## config.mk

```make
export PLATFORM = sky130hd
export DESIGN_NAME = line_mask_lut
export DESIGN_NICKNAME = d
export VERILOG_FILES = /design/src/rtl/connect4_pkg.sv /design/src/rtl/line_mask_lut.sv
export SDC_FILE = /design/constraint.sdc
export NUM_CORES = 1
export LEC_CHECK = 0
export CORE_AREA = 2 2 39 41
export DETAILED_ROUTE_END_ITERATION = 12
export DIE_AREA = 0 0 41 43
export GPL_TIMING_DRIVEN = 0
export SLEW_MARGIN = 0
export SYNTH_ARGS = -nofsm -noshare
export SYNTH_HDL_FRONTEND = slang
export SYNTH_SLANG_ARGS = --single-unit
export TNS_END_PERCENT = 1
```

## constraint.sdc

```tcl
create_clock -name vclk -period 3.3
set_clock_uncertainty 0.1 [all_clocks]
set_input_delay 0.66 -clock vclk [all_inputs]
set_output_delay 0.66 -clock vclk [all_outputs]
set_load 0.01 [all_outputs]
```

## src/rtl/connect4_pkg.sv

```systemverilog
// Shared types and constants for the Connect-4 status checker.
package connect4_pkg;

  localparam int BOARD_W    = 16;
  localparam int NUM_LINES  = 10;
  localparam int LINE_IDX_W = 4;

  localparam logic [LINE_IDX_W-1:0] LAST_LINE = LINE_IDX_W'(NUM_LINES - 1);

  typedef enum logic [1:0] {
    PLAYING = 2'b00,
    P1_WIN  = 2'b01,
    P2_WIN  = 2'b10,
    DRAW    = 2'b11
  } status_e;

  typedef enum logic [1:0] {
    IDLE   = 2'b00,
    SCAN   = 2'b01,
    DONE   = 2'b10,
    UNUSED = 2'b11
  } state_e;

  // Winner of one line, or PLAYING if the line is not a complete single-owner line.
  function automatic status_e line_result(
    input logic [BOARD_W-1:0] board,
    input logic [BOARD_W-1:0] owner,
    input logic [BOARD_W-1:0] mask
  );
    status_e res;
    res = PLAYING;
    if (mask != '0 && (board & mask) == mask) begin
      if ((owner & mask) == mask)
        res = P2_WIN;
      else if ((owner & mask) == '0)
        res = P1_WIN;
    end
    return res;
  endfunction

endpackage

```

## src/rtl/line_mask_lut.sv

```systemverilog
// Maps a scan line index to its 4-cell board mask; unused indices give an empty mask.
module line_mask_lut
  import connect4_pkg::*;
(
  input  logic [LINE_IDX_W-1:0] line_idx,
  output logic [BOARD_W-1:0]    cell_mask
);

  always_comb begin
    cell_mask = '0;
    case (line_idx)
      4'd0:    cell_mask = 16'h000F;
      4'd1:    cell_mask = 16'h00F0;
      4'd2:    cell_mask = 16'h0F00;
      4'd3:    cell_mask = 16'hF000;
      4'd4:    cell_mask = 16'h1111;
      4'd5:    cell_mask = 16'h2222;
      4'd6:    cell_mask = 16'h4444;
      4'd7:    cell_mask = 16'h8888;
      4'd8:    cell_mask = 16'h8421;
      4'd9:    cell_mask = 16'h1248;
      default: cell_mask = '0;
    endcase
  end

endmodule

```

**Yosys cells after proc, flatten, opt, wreduce, memory -nomap -nowiden**

Memory sizes are Yosys's and may differ from the RTL's.
Cells that the tools add are included.
Widths: inputs -> output; s select.

- Output and inout port bits: 16
- Memories kept: 1
- Bits in read-only memories: 256
- Bits in registers: 0
- Input port bits: 4
- Word-level logic and storage cells: 1

Memory list:

| memory | words | bits a word | read ports | clocked after memory_dff | write ports | line | text |
|---|---|---|---|---|---|---|---|
| (name not given) | 16 | 16 | 1 | 0 | 0 | line_mask_lut.sv:11 | `case (line_idx)` |

**Logic depth before layout (Yosys ltp)**

An unclocked memory read counts as a cell.

- Depth in word-level cells: 1
- Mapped depth: 4
- Mapped depth without buffers: 2

**Least setup slack after synthesis**

Ideal clock, no wire load.

- Kind: input port to output port
- From: in line_idx[3]
- To: out cell_mask[3]
- Setup slack: 1179 ps
- Data required time: 2540 ps
- Path buffers: 2
- Stages: 4
- Data arrival time: 1361 ps
- Cells stage by stage: buf_4 -> nand2b_1 -> buf_2 -> o221ai_1

- Longest elaborated chain between the ends: 1

Ends and longest elaborated chain:

| element | line | text |
|---|---|---|
| start, declared | line_mask_lut.sv:5 | `input logic [LINE_IDX_W-1:0] line_idx,` |
| $mem_v2 16x16 | -- |  |
| end, declared | line_mask_lut.sv:6 | `output logic [BOARD_W-1:0] cell_mask` |

Every way passes these cells.

**Final worst setup path**

- From: in line_idx[2]
- To: out cell_mask[3]

Same word-level chain as after synthesis.

==> impl_metrics.py <==
metrics = {
    "run_status": {
        "status": "complete, no violations",
    },
    "sta": {
        "fin_setup_tns_ns": 0,
        "period_needed_ns": 3.06,
        "hold_violations": 0,
        "max_freq_ghz": 0.327,
        "rsz0062_at_grt": "false",
        "worst_slew_pin_slew_ns": 0.204,
        "fin_crit_sh_pct": 92.8,
        "setup_viol": 0,
        "max_slew_margin_pct": 86.3,
        "drv_slew": 0,
    },
    "clocking": {
        "hold_buffers": 0,
        "cts_resized": 0,
        "post_cts_buffers": 0,
    },
    "route": {
        "drt-pass1-iter-count": 4,
        "avgRoutedWirePerCell_um": 9.49,
        "ant_nets": 0,
        "num_vias": 301,
        "drc_errors": 0,
        "routed_wl_um": 674,
        "vias_per_cell": 4.24,
        "first_iter_violations": 2,
    },
    "min_path": {
        "holdPathEnd": "cell_mask[5]",
        "hold_path_depth": 3,
        "min_from": "line_idx[1]",
        "hold_path_class": "input pin to output port",
    },
    "yosys": {
        "syn-cell-area_um2": 258,
        "synthesis.nets": 41,
        "avgSynthCellArea_um2": 6.97,
        "yosysSeqAreaShare_pct": 0,
        "yosys_warnings": 0,
        "synth_cell_types": 21,
        "synth_cells": 37,
    },
    "worst_setup_path": {
        "cp-end-kind": "output port",
        "cp_top_family": "buffers and inverters",
        "crit_top_cell": "clkdlybuf4s50_1",
        "cp-start-kind": "input pin",
        "cp.arrival_ns": 2.30,
        "path_cells": "clkdlybuf4s50_1, buf_6, or2_2, o221ai_1, clkdlybuf4s50_1",
        "slowest_delay_ns": 0.56,
        "worstPathMaxFanout": 10,
        "path_buf_inv": 3,
        "cp.required_ns": 2.54,
        "critPathSlowestCell": "clkdlybuf4s50_1",
        "crit_start": "line_idx[2]",
        "crit_type": "input pin to output port",
    },
    "cells_and_area": {
        "drive_gt1_share_pct": 14.5,
        "seq_cells": 0,
        "layout.area.seq_um2": 0,
        "clkbuf_count": 0,
        "area_growth_pct": 77.7,
        "nets": 61,
        "final_cell_area_um2": 458,
        "diodes": 0,
    },
    "global_route": {
        "antenna_found_initial": 0,
        "grt_overflow": 0,
        "grt_max_degree": 11,
        "grt_pass1_wl_mm": 1.15,
        "grt.total_usage_pct": 8.39,
        "grt_pass1_vias": 267,
    },
    "die": {
        "row_count": 14,
        "initial_core_util_pct": 18.6,
        "die_w_um": 41,
        "coreArea_um2": 1380,
        "die_h_um": 43,
        "dieArea_um2": 1760,
        "io_pins": 20,
    },
    "placed_design": {
        "dp.final_hpwl_um": 511,
        "dpl_cell_area_um2": 458,
        "numPortBuffers": 18,
        "gp_congestion": 0.665,
    },
    "power_and_ir_drop": {
        "p_per_area_nw_per_um2": 137,
        "p_sw_share_pct": 44.6,
        "pwr-share-clk_pct": 0,
        "leakage_nw": 0.163,
        "intPower_mw": 0.0348,
        "p_switching_mw": 0.0280,
        "vdd_ir_drop_max_v": 0.0000459,
        "pwr-share-comb_pct": 100.0,
        "p_seq_share_pct": 0,
        "p_total_mw": 0.0628,
    },
    "job": {
        "max_cap_viol_count": 0,
    },
}
[cell families (layout without fill, tap and decap cells)]
logic type	Yosys count	in the layout	synth area share [%]
simple gates	19	19	42.7
xor+xnor	4	4	13.6
buf+inv	6	24	18.0
compound gates	8	8	25.7
[layout by cell type, fill, tap and decap left out]
master           synthesis  routed
clkdlybuf4s50_1          0      18
nor2_1                   6       6
nand2b_1                 4       4
buf_4                    2       2
buf_6                    2       2
xnor2_1                  2       2
o221ai_1                 2       2
xor2_1                   2       2
or3b_1                   2       2
nor3_1                   2       2
o22ai_1                  2       2
buf_2                    1       1
or2_1                    1       1
or2b_1                   1       1
nand4bb_1                1       1
a21oi_2                  1       1
nand2_1                  1       1
or2_2                    1       1
o221ai_2                 1       1
a21oi_1                  1       1
a211oi_1                 1       1
inv_1                    1       1
[cells in the mapped netlist (all sizes together)]
cell     n  area [um2]
a211oi   1        7.51
a21oi    2        13.8
buf      5        42.5
inv      1        3.75
nand2    1        3.75
nand2b   4        25.0
nand4bb  1        11.3
nor2     6        22.5
nor3     2        10.0
o221ai   3        32.5
o22ai    2        12.5
or2      2        12.5
or2b     1        7.51
or3b     2        17.5
xnor2    2        17.5
xor2     2        17.5
[power by group through the flow]
stage	registers, mW	logic (mW)	clock network (mW)
2_1_floorplan	0	0.0351	0
3_3_place_gp	0	0.0627	0
3_5_place_dp	0	0.0630	0
4_1_cts	0	0.0634	0
5_1_grt	0	0.0690	0
6_report	0	0.0628	0
[how the worst max path moves through the flow]
stage	endpoint	cells after the start
after floorplan	cell_mask[3]	4
after global placement	cell_mask[3]	5
after detailed placement	cell_mask[3]	5
after CTS	cell_mask[3]	5
after global routing	cell_mask[3]	5
final	cell_mask[3]	5
[metal layers]
layer  track usage [%]  vias to the layer above  share of wire [%]
met4                 0                        0                  0
met1              13.6                      118                 50
li1                  -                      165                  -
met5                 0                        -                  0
met3              1.05                        0                 12
met2              12.2                       18                 38
[stage by stage]
stage | cells | utilization, % | setup slack, ns | hold slack (ns)
CTS | 71 | 33.1 | 0.216 | 1.85
floorplan | 37 | - | 1.18 | 1.38
global placement | 71 | 33.1 | 0.224 | 1.85
global route | 71 | 33.1 | 0.124 | 1.88
detailed placement | 71 | 33.1 | 0.217 | 1.84
finish | 71 | 33.1 | 0.238 | 1.84
[final cells by class]
cell class	instances	area, um2
Fill cell	167	926
Tap cell	16	20.0
Timing Repair Buffer	18	180
Inverter	1	3.75
Multi-Input combinational cell	31	211
Buffer	5	42.5
No activity file was read; power rests on OpenSTA's default activity.
